<file path="config.mk">
export PLATFORM = sky130hd
export DESIGN_NAME = usb_fs_rx_pkt_parser
export DESIGN_NICKNAME = d
export VERILOG_FILES = /design/src/rtl/usb_fs_rx_pkt_parser.sv
export SDC_FILE = /design/constraint.sdc
export NUM_CORES = 1
export LEC_CHECK = 0
export ABC_AREA = 1
export BUFFER_PORTS_ARGS = -buffer_cell sky130_fd_sc_hd__buf_2
export CELL_PAD_IN_SITES_DETAIL_PLACEMENT = 1
export CELL_PAD_IN_SITES_GLOBAL_PLACEMENT = 1
export CORE_ASPECT_RATIO = 1.5
export CORE_MARGIN = 3
export CORE_UTILIZATION = 47
export CTS_CLUSTER_SIZE = 20
export DETAILED_ROUTE_END_ITERATION = 10
export PLACE_DENSITY = 0.87
export SLEW_MARGIN = 40
export SYNTH_ARGS = -nofsm -noshare
export SYNTH_HDL_FRONTEND = slang
export SYNTH_SLANG_ARGS = --single-unit
</file>
<file path="constraint.sdc">
create_clock -name clk -period 3.1 [get_ports clk]
set_input_delay 0.62 -clock clk [delete_from_list [all_inputs] [get_ports clk]]
set_output_delay 0.62 -clock clk [all_outputs]
set_load 0.05 [all_outputs]
</file>
<file path="src/rtl/usb_fs_rx_pkt_parser.sv">
`default_nettype none
// ============================================================================
//  Module   : usb_fs_rx_pkt_parser
//  Brief    : USB full-speed byte-level receive packet parser (PID, token
//             fields, CRC5/CRC16, payload forwarding with CRC16 stripped).
//  Revision : 1.0  initial release
// ============================================================================
module usb_fs_rx_pkt_parser #(
  parameter int MAX_DATA_BYTES = 64
) (
  input  logic        clk,
  input  logic        reset_n,
  input  logic        bit_sop,
  input  logic        bit_eop,
  input  logic        bit_err,
  input  logic        byte_strobe,
  input  logic [7:0]  byte_in,
  output logic        rx_pkt_start,
  output logic        rx_pkt_end,
  output logic        rx_pkt_valid,
  output logic [3:0]  rx_pid,
  output logic [6:0]  rx_addr,
  output logic [3:0]  rx_endp,
  output logic [10:0] rx_frame_num,
  output logic        rx_data_put,
  output logic [7:0]  rx_data
);

  typedef enum logic [1:0] {
    S_IDLE    = 2'd0,
    S_PID     = 2'd1,
    S_BODY    = 2'd2,
    S_DISCARD = 2'd3
  } state_t;

  localparam logic [10:0] c_cnt_max   = 11'h7FF;
  localparam logic [10:0] c_put_last  = 11'(MAX_DATA_BYTES + 2);
  localparam logic [10:0] c_len_max   = 11'(MAX_DATA_BYTES + 3);
  localparam logic [4:0]  c_crc5_init = 5'h1F;
  localparam logic [4:0]  c_crc5_res  = 5'b01100;
  localparam logic [15:0] c_crc16_init = 16'hFFFF;
  localparam logic [15:0] c_crc16_res  = 16'h800D;
  localparam logic [1:0]  c_cls_token = 2'b01;
  localparam logic [1:0]  c_cls_hs    = 2'b10;
  localparam logic [1:0]  c_cls_data  = 2'b11;

  state_t      r_state;
  state_t      w_state_nxt;
  logic [10:0] r_cnt;
  logic [10:0] w_cnt_nxt;
  logic [4:0]  r_crc5;
  logic [4:0]  w_crc5_nxt;
  logic [15:0] r_crc16;
  logic [15:0] w_crc16_nxt;
  logic [7:0]  r_d1;
  logic [7:0]  r_d2;
  logic        w_byte;
  logic        w_pid_ok;
  logic        w_load_pid;
  logic        w_load_fields;
  logic        w_put;
  logic        w_body_after;
  logic        w_len_ok;
  logic        w_crc_ok;
  logic        w_valid;
  logic        w_end;
  logic [1:0]  w_cls;

  // Bits enter LSB first; shift-left register with feedback from the MSB.
  function automatic logic [4:0] crc5_byte(input logic [4:0] crc, input logic [7:0] data);
    logic [4:0] c;
    c = crc;
    for (int i = 0; i < 8; i++) begin
      if (c[4] ^ data[i]) c = {c[3:0], 1'b0} ^ 5'h05;
      else                c = {c[3:0], 1'b0};
    end
    return c;
  endfunction

  function automatic logic [15:0] crc16_byte(input logic [15:0] crc, input logic [7:0] data);
    logic [15:0] c;
    c = crc;
    for (int i = 0; i < 8; i++) begin
      if (c[15] ^ data[i]) c = {c[14:0], 1'b0} ^ 16'h8005;
      else                 c = {c[14:0], 1'b0};
    end
    return c;
  endfunction

  always_comb begin
    w_byte        = byte_strobe && !bit_sop && !bit_err &&
                    ((r_state == S_PID) || (r_state == S_BODY));
    w_pid_ok      = (byte_in[7:4] == ~byte_in[3:0]);
    w_load_pid    = w_byte && (r_state == S_PID);
    w_cls         = w_load_pid ? byte_in[1:0] : rx_pid[1:0];

    w_cnt_nxt     = r_cnt;
    if (w_byte && (r_cnt != c_cnt_max)) w_cnt_nxt = r_cnt + 11'd1;

    w_crc5_nxt    = r_crc5;
    w_crc16_nxt   = r_crc16;
    if (w_byte && (r_state == S_BODY)) begin
      w_crc5_nxt  = crc5_byte(r_crc5, byte_in);
      w_crc16_nxt = crc16_byte(r_crc16, byte_in);
    end

    w_load_fields = w_byte && (r_state == S_BODY) && (w_cls == c_cls_token) && (r_cnt == 11'd2);
    w_put         = w_byte && (r_state == S_BODY) && (w_cls == c_cls_data) &&
                    (r_cnt >= 11'd3) && (r_cnt <= c_put_last);

    // A byte arriving together with bit_eop is counted before the end is judged.
    w_body_after  = !bit_err && ((r_state == S_BODY) || (w_load_pid && w_pid_ok));

    w_len_ok      = 1'b0;
    w_crc_ok      = 1'b0;
    case (w_cls)
      c_cls_token: begin
        w_len_ok = (w_cnt_nxt == 11'd3);
        w_crc_ok = (w_crc5_nxt == c_crc5_res);
      end
      c_cls_hs: begin
        w_len_ok = (w_cnt_nxt == 11'd1);
        w_crc_ok = 1'b1;
      end
      c_cls_data: begin
        w_len_ok = (w_cnt_nxt >= 11'd3) && (w_cnt_nxt <= c_len_max);
        w_crc_ok = (w_crc16_nxt == c_crc16_res);
      end
      default: begin
        w_len_ok = 1'b0;
        w_crc_ok = 1'b0;
      end
    endcase
    w_valid       = w_body_after && w_len_ok && w_crc_ok;
    w_end         = (r_state != S_IDLE) && (bit_sop || bit_eop);

    w_state_nxt   = r_state;
    if (bit_sop) begin
      w_state_nxt = S_PID;
    end else if (r_state != S_IDLE) begin
      if (bit_eop)         w_state_nxt = S_IDLE;
      else if (bit_err)    w_state_nxt = S_DISCARD;
      else if (w_load_pid) w_state_nxt = w_pid_ok ? S_BODY : S_DISCARD;
    end
  end

  always_ff @(posedge clk or negedge reset_n) begin
    if (!reset_n) begin
      r_state      <= S_IDLE;
      r_cnt        <= 11'd0;
      r_crc5       <= c_crc5_init;
      r_crc16      <= c_crc16_init;
      r_d1         <= 8'd0;
      r_d2         <= 8'd0;
      rx_pkt_start <= 1'b0;
      rx_pkt_end   <= 1'b0;
      rx_pkt_valid <= 1'b0;
      rx_pid       <= 4'd0;
      rx_addr      <= 7'd0;
      rx_endp      <= 4'd0;
      rx_frame_num <= 11'd0;
      rx_data_put  <= 1'b0;
      rx_data      <= 8'd0;
    end else begin
      r_state      <= w_state_nxt;
      rx_pkt_start <= bit_sop;
      rx_pkt_end   <= w_end;
      rx_data_put  <= w_put;
      // An interrupting SYNC closes the old packet as bad.
      if (w_end) rx_pkt_valid <= bit_sop ? 1'b0 : w_valid;
      if (w_put) rx_data <= r_d2;
      if (bit_sop) begin
        r_cnt   <= 11'd0;
        r_crc5  <= c_crc5_init;
        r_crc16 <= c_crc16_init;
      end else begin
        r_cnt   <= w_cnt_nxt;
        r_crc5  <= w_crc5_nxt;
        r_crc16 <= w_crc16_nxt;
      end
      if (w_load_pid) rx_pid <= byte_in[3:0];
      if (w_load_fields) begin
        rx_addr      <= r_d1[6:0];
        rx_endp      <= {byte_in[2:0], r_d1[7]};
        rx_frame_num <= {byte_in[2:0], r_d1};
      end
      if (w_byte) begin
        r_d2 <= r_d1;
        r_d1 <= byte_in;
      end
    end
  end

endmodule
`default_nettype wire

</file>
# ---- Word-level counts from Yosys, hierarchy flattened
# Cells that the tools add are included.
dict set report classes {
  n_bitwise 33
  n_eq_ne 12
  n_reduce_logical 26
  order_cmp 4
  mux 46
  n_addsub 1
}
# op count
set op_table {}
lappend op_table {{$mux 16} 17}
lappend op_table {{$mux 5} 9}
lappend op_table {{$mux 3} 8}
lappend op_table {{$not 3->3} 8}
lappend op_table {{$eq 11x2->1 const B} 2}
lappend op_table {{$ge 11x2->1 const B} 2}
lappend op_table {{$le 11x7->1 const B} 2}
lappend op_table {{$mux 11} 2}
lappend op_table {{$logic_and 1x1->1} 17}
lappend op_table {{$eq 16x16->1 const B} 1}
lappend op_table {{$not 2->2} 8}
lappend op_table {{$xor 1x1->1} 16}
lappend op_table {{$mux 2} 6}
lappend op_table {{$add 11x1->11 const B} 1}
lappend op_table {{$eq 11x1->1 const B} 1}
lappend op_table {{$ne 11x11->1 const B} 1}
lappend op_table {{$eq 2x2->1 const B} 3}
lappend op_table {{$pmux 1 s3} 2}
lappend op_table {{$eq 5x4->1 const B} 1}
lappend op_table {{$eq 2x1->1 const B} 2}
lappend op_table {{$eq 4x4->1} 1}
lappend op_table {{$not 4->4} 1}
lappend op_table {{$reduce_bool 2->1} 2}
lappend op_table {{$reduce_bool 4->1} 1}
lappend op_table {{other kinds (4)} 8}
dict set report totals {
  inputBits 14
  regBits 88
}

# ---- Longest topological paths before layout
# Gate-level depths: netlist of the first run.
dict set report logic_depth {
  depth_word 31
  ltp_mapped 23
}

# ---- Least setup slack after synthesis of the first run
# Ideal clock, no wire load.
dict set report synth_path {
  kind {input-to-reg}
  start {in byte_in[2]}
  end {reg rx_pkt_valid}
  arrival_ns 2.016
  setup_ns 0.120
  path_stages 19
  required_ns 2.980
  slack_ns 0.963
  path_cell_list {buf_6 -> xnor2_2 -> nand3_1 -> nand3_1 -> nand2_1 -> nand2_1 -> nand2_1 -> nand2_2 -> nand2_1 -> nand2_2 -> nand2_2 -> nand2_1 -> nand3_1 -> nand2_1 -> nand2_1 -> nand2_1 -> nand2_1 -> nand3_1 -> nand2_1}
}
dict set report synth_via {
  elab_chain_cells 22
  word_cells_on_any_way 50
  classes_between {3 x eq/ne; 26 x mux; 16 x bitwise; 5 x reduce/logical}
}
# item line_no
set synth_rtl {}
lappend synth_rtl {{start, declared} 17} ;# input logic [7:0] byte_in,
lappend synth_rtl {{$xor 1x1->1} 84} ;# if (c[15] ^ data[i]) c = {c[14:0], 1'b0} ^ 16'h8005;
lappend synth_rtl {{$mux 16} 84}
lappend synth_rtl {{$mux 16} 102} ;# if (w_byte && (r_state == S_BODY)) begin
lappend synth_rtl {{$xor 1x1->1} 84}
lappend synth_rtl {{$mux 16} 84}
lappend synth_rtl {{$mux 16} 102}
lappend synth_rtl {{$xor 1x1->1} 84}
lappend synth_rtl {{$mux 16} 84}
lappend synth_rtl {{[6 not listed]} --}
lappend synth_rtl {{$mux 16} 102}
lappend synth_rtl {{$xor 1x1->1} 84}
lappend synth_rtl {{$mux 16} 84}
lappend synth_rtl {{$mux 16} 102}
lappend synth_rtl {{$eq 16x16->1} 127} ;# w_crc_ok = (w_crc16_nxt == c_crc16_res);
lappend synth_rtl {{$pmux 1 s3} 116} ;# case (w_cls)
lappend synth_rtl {{$logic_and 1x1->1 (*)} 134} ;# w_valid = w_body_after && w_len_ok && w_crc_ok;
lappend synth_rtl {{$mux 1 (*)} 170} ;# if (w_end) rx_pkt_valid <= bit_sop ? 1'b0 : w_valid;
lappend synth_rtl {{end signal, assigned} 170}
lappend synth_rtl {{end, declared} 20} ;# output logic rx_pkt_valid,
# Every way passes the cells marked *; elsewhere a longest branch is shown, timed or not. The select of a mux whose other input is x is not followed.
# A chain may end at the register's enable or synchronous reset.

# ---- Final worst setup path of the first run
dict set report layout_path {
  start {reg r_state[0]}
  end {reg rx_pkt_valid}
}
dict set report layout_via {
  elab_chain_cells 11
  word_cells_on_any_way 31
  classes_between {2 x order compare; 9 x eq/ne; 7 x mux; 13 x reduce/logical}
}
# item line_no
set layout_rtl {}
lappend layout_rtl {{start, declared} 47} ;# state_t r_state;
lappend layout_rtl {{start signal, assigned} 165} ;# r_state <= w_state_nxt;
lappend layout_rtl {{$eq 2x1->1 or $eq 2x2->1 (tied branches)} --}
lappend layout_rtl {{$logic_or 1x1->1} 92} ;# ((r_state == S_PID) || (r_state == S_BODY));
lappend layout_rtl {{$logic_and 1x1->1} 91} ;# w_byte = byte_strobe && !bit_sop && !bit_err &&
lappend layout_rtl {{$logic_and 1x1->1} 98} ;# if (w_byte && (r_cnt != c_cnt_max)) w_cnt_nxt = r_cnt + 11'd1;
lappend layout_rtl {{$mux 11} 98}
lappend layout_rtl {{$ge 11x2->1 or $le 11x7->1 (tied branches)} 126} ;# w_len_ok = (w_cnt_nxt >= 11'd3) && (w_cnt_nxt <= c_len_max);
lappend layout_rtl {{$logic_and 1x1->1} 126}
lappend layout_rtl {{$pmux 1 s3} 116}
lappend layout_rtl {{$logic_and 1x1->1 (2 in a row)} 134}
lappend layout_rtl {{$mux 1} 170}
# Parallel ways exist; a longest one is shown, timed or not.

==> metrics, run 1 <==
Synth Net Count=506; Hold Vio Cnt, Final=0; area of placed instances=4440 um2; Initial Utilization=49.1%; clk_lat worst skew=0.34 ns; FMAX=390 MHz; Post-CTS Resized=0; Comb pwr share=17.7%; 1st-iter DRT viols=156; Tot GR Track Use=24.7%; Placer Congestion=0.933; crit path to=rx_pkt_valid$_DFFE_PN0P_; share of cells above drive strength 1=26.6%; core region area=8520 um2; path depth of the worst reg2reg path=16; Seq cells post-synth=77; Die ar.=10100 um2; Final #Nets=547; final slew viol count=0; Synth top cells by count=nand2_1 (122), dfrtp_1 (56), inv_1 (44); H-tree levels=3; post-CTS setup buffer count=0; worst-margin pin slew=0.702 ns; count of cell types in the netlist=40; Worst R2R End=rx_pkt_valid$_DFFE_PN0P_; pre-CTS setup slack=0.479 ns; wire per inst=18.1 um; most common cell in the synthesized netlist=nand2_1; Peak VDD IR=0.349 mV; Setup CP Type=register to register; setup violators final=0; max cap viols=0; global-route wire length before repair=19200 um; Worst R2R Start=r_state[0]$_DFFE_PN0P_; Yosys top cell by area=dfrtp_1; clock slew at reported path FFs=0.06 ns; Ys Warns=0; Die W=83.0 um; CP Data Arrival Time=2.84 ns; GRT overflow=0; RSZ-0062 raised after global routing=no; CTS Sinks=77; Layout Cells excl Fill=640; Reg2Reg Setup Slack=0.54 ns; Placed Cells=624; crit path max fanout=22; drt total wl=11600 um; worst clock skew=0.00788 ns; Leak=0.00235 uW; root buffer cell=clkbuf_16; via count of the routed design=3434; Final Cycle Share=82.7%; # rows=41; fin crit period=2.56 ns; synthesis-to-layout area growth=13.3%; setup TNS=0 ns; Sw Share=29.9%; synthesized instance count=487; crit path launch=r_state[0]$_DFFE_PN0P_; cts hold-fix bufs=0; initial antenna violation count=0; Die Ht=122 um; Post-synth ARST share=100%; Detail Placement HPWL=8180 um; CP Data Required Time=3.38 ns; Final ANT Viol Nets=0; CTS Buffer Depth=2; pwr dens=573 nW/um2; status=finished clean; vias in the first global route=3853; Port Buffers=51; top cells by area, synth=dfrtp_1 (34%), dfstp_2 (13%), nand2_1 (11%); first-pass iteration count of the detailed router=4; startpoint types=register; Setup WS post-layout=0.535 ns; Worst Setup End Kind=register; CTS tree=yes; io pins=52; number of synthesized flops with an enable pin=0; Internal=1900 uW; sequential share of power=43.7%; Remaining DRCs=0; hold crit path type=primary input to async pin; diode count=0; Avg Inst Size Synth=8.59 um2; Final Cell Area=4740 um2; power share of the clock group=38.6%; largest net degree at the start of global routing=78; Vias/cell=5.37; Net Sw Power=811 uW; top cell type's share of synthesized area=33.5%; Seq/Total Area, Yosys=46.7%; TritonCTS Buffers=9; Rel. slew slack=53.2%; synthesized area=4180 um2; Most used DFF post-synth=dfrtp_1
==> power groups by stage <==
stage          Combinational, uW  Clock [uW]  Sequential, uW
6_report                     480        1050            1190
5_1_grt                      533        1120            1200
4_1_cts                      483        1070            1190
3_5_place_dp                 467           0            1200
3_3_place_gp                 443           0            1190
2_1_floorplan                259           0            1250
==> area by class of cell <==
class                   count  area [um2]
fillers                  1078        3780
well taps                 107         134
clock inverters             4        47.5
inverters                  51         194
clock buffers              12         246
flip-flops and latches     77        1950
repair buffers             56         299
multi-input cells         333        1860
==> worst min path at each step <==
stage	endpoint	slack, ns	start	cells after the start
floorplan	r_cnt[0]$_DFF_PN0_	0.32	reset_n	0
global placement	rx_data[4]$_DFFE_PN0P_	0.45	r_d2[4]$_DFFE_PN0P_	2
detailed placement	rx_data[5]$_DFFE_PN0P_	0.46	rx_data[5]$_DFFE_PN0P_	2
CTS	r_cnt[5]$_DFF_PN0_	0.33	reset_n	1
global route	r_cnt[5]$_DFF_PN0_	0.33	reset_n	1
finish	r_cnt[5]$_DFF_PN0_	0.28	reset_n	1
==> layout by cell type, fill, tap and decap left out, drive strengths merged, types with 3 or more instances in the layout <==
cell    instances
nor3            5
nor2           32
ha              5
nand2         137
xnor2          20
inv            51
buf            56
xor2           20
nand3          27
dfrtp          56
dfstp          21
o21ai          55
mux2i           3
clkbuf         12
or2            10
nand4           8
==> per-stage QoR <==
stage	total power [uW]	hold WS (ns)	util [%]
3_3_place_gp	1630	0.452	52.1
3_5_place_dp	1670	0.461	52.2
6_report	2710	0.282	55.6
5_1_grt	2850	0.330	55.6
2_1_floorplan	1510	0.324	-
4_1_cts	2740	0.332	55.6
==> worst max-delay path, cell delays in order, from the launching register on <==
cell	delay, ns
dfrtp_1	0.35
inv_1	0.08
ha_1	0.31
inv_1	0.06
nor2_2	0.12
nand2_1	0.21
inv_2	0.36
o21ai_0	0.20
nor2_1	0.17
nand3_1	0.10
nor2_1	0.11
nand3_1	0.08
nor2_2	0.12
nand2_1	0.06
nand2_1	0.05
nand3_1	0.06
nand2_1	0.06
==> state kept, by name (all words and copies together), names as in the netlist <==
register,flops
r_state,2
rx_pid,4
r_d1,8
rx_endp,4
rx_data_put,1
r_cnt,11
rx_pkt_valid,1
rx_frame_num,1
r_crc16,16
r_d2,8
rx_pkt_start,1
r_crc5,5
rx_addr,6
rx_pkt_end,1
rx_data,8
==> cell families after synthesis <==
| logic type | count (synthesis) | synth area share, % |
|---|---|---|
| xor+xnor | 40 | 9.45 |
| buf+inv | 77 | 8.73 |
| mux | 4 | 0.987 |
| fa+ha+maj | 5 | 1.50 |
| flops | 77 | 46.7 |
| simple gates | 221 | 24.3 |
| compound gates | 63 | 8.38 |
==> per-layer routing <==
metal / vias to the layer above / track usage, % / wire length, um
met3: 33 / 5.41 / 377
li1: 1612 / - / -
met2: 72 / 46.9 / 6500
met1: 1717 / 25.4 / 4300
met5: - / 0 / 0
met4: 0 / 11.9 / 403
Note: power is estimated with default switching activity, not from simulation.
==> run 2: changes to the inputs <==
Settings changed: ABC_AREA 1 to 0, CORE_UTILIZATION 47 to 45, PLACE_DENSITY 0.87 to 0.82.
Clock period 3.1 ns to 2.4 ns, I/O delays scaled along.
==> metrics, run 2 <==
Synth top cells by count=nand2_1 (100), dfrtp_1 (56), nor2_1 (30); largest net degree at the start of global routing=42; top cell type's share of synthesized area=32.2%; drt total wl=13100 um; FMAX=405 MHz; first-pass iteration count of the detailed router=4; Detail Placement HPWL=8790 um; global-route wire length before repair=20900 um; 1st-iter DRT viols=165; routed wl met2=7430 um; failing checks=negative setup slack; GRT overflow=0; Avg Inst Size Synth=9.62 um2; startpoint types=register; H-tree levels=3; vias in the first global route=4029; via count of the routed design=3689; Die W=86.3 um; Tot GR Track Use=24.5%; Placer Congestion=0.916; RSZ-0062 raised after global routing=yes; CTS tree=yes; fin crit period=2.47 ns; final slew viol count=0; Final Util=57.3%; clk_lat worst skew=0.35 ns; max FFs per register=16; max cap viols=0; crit path max fanout=3; Final #Nets=551; Seq/Total Area, Yosys=44.9%; Final Cell Area=5360 um2; Die ar.=10900 um2; CTS Sinks=77; Placed Cells=627; Final Cycle Share=103%; hold crit path type=primary input to async pin; Leak=0.00256 uW; Most used DFF post-synth=dfrtp_1; Die Ht=126 um; # rows=43; synthesized area=4350 um2; Remaining DRCs=0; leading registers by flop count=r_crc16: 16 flops, r_cnt: 11 flops; top layer in use=met4; Ys Warns=0; Synth Net Count=471; met1 WL=4830 um; pwr dens=648 nW/um2; Biggest register=r_crc16; total power=3480 uW; Hold Vio Cnt, Final=0; Port Buffers=51; top cells by area, synth=dfrtp_1 (32%), dfstp_2 (13%), nand2_1 (8.6%); diode count=0; most common cell in the synthesized netlist=nand2_1; share of cells above drive strength 1=35.0%; Setup WS post-layout=-0.0711 ns; initial antenna violation count=0; Layout Cells excl Fill=649; CTS Buffer Depth=2; count of cell types in the netlist=58; commonest non-fill, non-tap cell in the layout=nand2_1; synthesis-to-layout area growth=23.3%; Initial Utilization=46.4%; TritonCTS Buffers=9; root buffer cell=clkbuf_16; setup TNS=-0.0711 ns; Vias/cell=5.68; met3 wire len=459 um; worst-margin pin slew=0.652 ns; clock slew at reported path FFs=0.07 ns; Final ANT Viol Nets=0; Peak VDD IR=0.464 mV; status=complete, but fails checks; Rel. slew slack=56.1%; Setup CP Type=register to register; worst clock skew=0.0107 ns; setup violators final=1; wire per inst=20.2 um; Worst Setup End Kind=register; area of placed instances=4910 um2; Yosys top cell by area=dfrtp_1; io pins=52; Post-synth ARST share=100%; synthesized instance count=452; CP Data Arrival Time=2.73 ns; most frequent cells in the layout=nand2_1 (99), dfrtp_1 (56), buf_4 (52); Seq cells post-synth=77; CP Data Required Time=2.66 ns; number of synthesized flops with an enable pin=0; core region area=9360 um2
## run 2: cell types whose count changed after synthesis, moves of 11 or more
cell,before,now
inv_1,44,9
mux2_2,1,16
nand2_1,122,100
nand2_2,11,0
nand3_1,24,9
o21ai_0,37,16
o21ai_1,16,0
xnor2_1,14,29
## run 2: report_power, final
group | switching (uW) | internal (uW)
clock network | 614 | 726
registers | 86.1 | 1400
logic | 389 | 256
## run 2: per-stage QoR
stage          setup slack (ns)  hold WS, ns
6_report                -0.0711       0.0905
5_1_grt                  -0.237        0.119
4_1_cts                 -0.0584        0.104
3_5_place_dp             -0.183        0.457
3_3_place_gp            -0.0791        0.450
2_1_floorplan            0.0614        0.184
## run 2: path summary, 6_finish.rpt
| path | depth (start not counted) | end | slack, ns | start |
|---|---|---|---|---|
| worst max-delay path | 7 | rx_pkt_valid$_DFFE_PN0P_ | -0.07 | r_crc16[15]$_DFF_PN1_ |
| worst min-delay path | 1 | rx_endp[3]$_DFFE_PN0P_ | 0.09 | reset_n |
| worst max register to register | 7 | rx_pkt_valid$_DFFE_PN0P_ | -0.07 | r_crc16[15]$_DFF_PN1_ |
| worst min register to register | 2 | rx_data[0]$_DFFE_PN0P_ | 0.47 | rx_data[0]$_DFFE_PN0P_ |
| max in group asynchronous | 2 | r_crc5[4]$_DFF_PN1_ | 1.65 | reset_n |
| min in group clk | 3 | rx_pkt_end$_DFF_PN0_ | 0.41 | bit_eop |
## run 2: per-layer routing
layer  track usage (%)  up-vias
met2              45.1       95
met1              27.0     1894
met4              10.6        0
met3              4.42       28
li1                  -     1672
met5                 0        -
## run 2: logic make-up (layout without fill, tap and decap cells)
family,Yosys count,after routing,synth area share [%]
xor+xnor,48,48,12.1
buf+inv,46,131,5.55
fa+ha+maj,5,5,1.44
simple gates,199,199,21.7
flops,77,77,44.9
compound gates,53,53,8.29
mux,24,24,5.99
## run 2: worst max-delay path: stages, from the launching register on
cell	delay [ns]
dfstp_2	0.59
xnor2_1	0.14
xnor2_1	0.18
xor3_2	0.55
xnor3_1	0.25
mux2i_1	0.10
o31a_1	0.32
o31ai_2	0.25
## run 2: layout make-up
class                           count  area [um2]
Multi-Input combinational cell    329        2260
Timing Repair Buffer              105         683
Clock inverter                      7        63.8
Tap cell                          112         140
Fill cell                        1083        4000
Clock buffer                        9         225
Inverter                           10        37.5
Sequential cell                    77        1950
## run 2: timing repair
item	in CTS	in global routing
cloned	1	0
pin swaps	4	7
hold buffers	0	0
setup buffers	3	3
gates resized for setup	16	14
endpoints found under the hold margin	0	0
setup endpoints to repair	12	12
==> run 3: changes to the inputs <==
Settings changed: CORE_UTILIZATION 45 to 47, CTS_BUF_LIST set to sky130_fd_sc_hd__clkbuf_8, PLACE_DENSITY 0.82 to 0.85.
==> metrics, run 3 (same netlist as run 2, synthesis figures left out) <==
status=complete, but fails checks; failing checks=negative setup slack; root buffer cell=clkbuf_8; CTS Buffer Depth=2; CP Data Arrival Time=2.74 ns; Vias/cell=5.66; FMAX=408 MHz; worst-margin pin slew=0.616 ns; max cap viols=0; leading registers by flop count=r_crc16: 16 flops, r_cnt: 11 flops; Rel. slew slack=58.9%; crit path max fanout=4; first-pass iteration count of the detailed router=4; clock slew at reported path FFs=0.08 ns; met3 track demand over resource=5.16%; commonest non-fill, non-tap cell in the layout=nand2_1; global routing usage on met1=25.5%; 1st-iter DRT viols=140; drt total wl=13000 um; met2 usage=50.0%; busiest grt layer=met2; Worst Setup End Kind=register; Final #Nets=551; worst path cell trace=xnor2_2 > xnor3_1 > xor3_2 > xnor3_1 > mux2i_1 > o31a_1 > o31ai_2; Setup CP Type=register to register; CTS tree=yes; diode count=0; initial antenna violation count=0; GRT overflow=0; Final Cycle Share=102%; Port Buffers=51; worst clock skew=0.00867 ns; clk_lat worst skew=0.38 ns; # rows=42; H-tree levels=3; Net Sw Power=1010 uW; hold crit path type=primary input to async pin; global-route wire length before repair=20400 um; Peak VDD IR=0.414 mV; CTS Sinks=77; CP most frequent cell=xnor3_1; sequential share of power=48.5%; setup TNS=-0.0671 ns; max FFs per register=16; most frequent cells in the layout=nand2_1 (99), dfrtp_1 (56), buf_4 (53); Die W=84.5 um; wire per inst=20.1 um; Tot GR Track Use=25.5%; Die ar.=10500 um2; Die Ht=124 um; largest net degree at the start of global routing=47; startpoint types=register; Sw Share=33.0%; synthesis-to-layout area growth=21.9%; via count of the routed design=3661; Slowest cell on crit path=dfstp_2; Setup WS post-layout=-0.0494 ns; Internal=2050 uW; Placer Congestion=0.916; core region area=8930 um2; Final ANT Viol Nets=0; RSZ-0062 raised after global routing=yes; Comb pwr share=21.1%; setup violators final=5; final slew viol count=0; Detail Placement HPWL=9230 um; Initial Utilization=48.7%; Remaining DRCs=0; Hold Vio Cnt, Final=0; Leak=0.00255 uW; largest stage delay on the critical path=0.57 ns; TritonCTS Buffers=9; CP Data Required Time=2.69 ns; pwr dens=576 nW/um2; power share of the clock group=30.4%; vias in the first global route=3964; total power=3050 uW; share of cells above drive strength 1=36.1%; fin crit period=2.45 ns; io pins=52; Biggest register=r_crc16
[run 3: changes by cell type in the layout (fill, tap and decap cells not counted), moves of 2 or more]
cell       delta
clkbuf_8      +9
o21ai_0       -2
clkbuf_16     -9
clkinv_4      +2
[run 3: per-layer routing]
layer	vias up	part of all wire [%]
met5	-	0
met4	0	3.1
met3	33	2.8
met2	80	58
met1	1871	36
li1	1677	-
[run 3: worst paths after layout]
check	cells past startpoint	slack (ns)	endpoint	startpoint
setup reg to reg	7	-0.05	rx_pkt_valid$_DFFE_PN0P_	r_crc16[9]$_DFF_PN1_
max in group asynchronous	2	1.60	r_crc5[1]$_DFF_PN1_	reset_n
min in group clk	3	0.36	rx_pkt_end$_DFF_PN0_	bit_eop
hold / removal	1	0.10	r_cnt[9]$_DFF_PN0_	reset_n
hold reg to reg	2	0.48	rx_data[1]$_DFFE_PN0P_	rx_data[1]$_DFFE_PN0P_
setup / recovery	7	-0.05	rx_pkt_valid$_DFFE_PN0P_	r_crc16[9]$_DFF_PN1_
[run 3: critical path: cells and delay by family, from the launching register on]
family,cells,cell delay [ns]
multiplexers,1,0.10
flip-flops,1,0.57
AO/OA/AOI/OAI,2,0.51
XOR/XNOR,4,1.18
[run 3: area by class of cell]
class                   count  area [um2]
fillers                  1021        3630
flip-flops and latches     77        1950
well taps                 110         138
repair buffers            105         671
inverters                  10        37.5
clock inverters             7        58.8
clock buffers               9         124
multi-input cells         329        2320
[run 3: power groups by stage]
stage / clock network (uW) / registers, uW / logic, uW
3_3_place_gp: 0 / 1490 / 556
6_report: 929 / 1480 / 644
5_1_grt: 1000 / 1490 / 694
4_1_cts: 953 / 1480 / 626
2_1_floorplan: 0 / 1550 / 312
3_5_place_dp: 0 / 1500 / 598
[run 3: timing repair]
action | CTS | global route
gates cloned | 0 | 1
buffers inserted | 5 | 3
endpoints found under the setup margin | 12 | 20
gates resized for setup | 19 | 22
pin swaps | 7 | 4
hold buffers | 0 | 0
[run 3: metrics by stage]
| step | worst slack [ns] | instance area (um2) | hold slack, ns | cells | utilization (%) |
|---|---|---|---|---|---|
| floorplan | 0.0614 | 4350 | 0.184 | 452 | - |
| global placement | -0.0178 | 4880 | 0.451 | 622 | 54.6 |
| detailed placement | -0.147 | 4880 | 0.460 | 622 | 54.6 |
| CTS | 0.00421 | 5180 | 0.122 | 643 | 58.0 |
| global route | -0.203 | 5300 | 0.130 | 647 | 59.3 |
| finish | -0.0494 | 5300 | 0.100 | 647 | 59.3 |
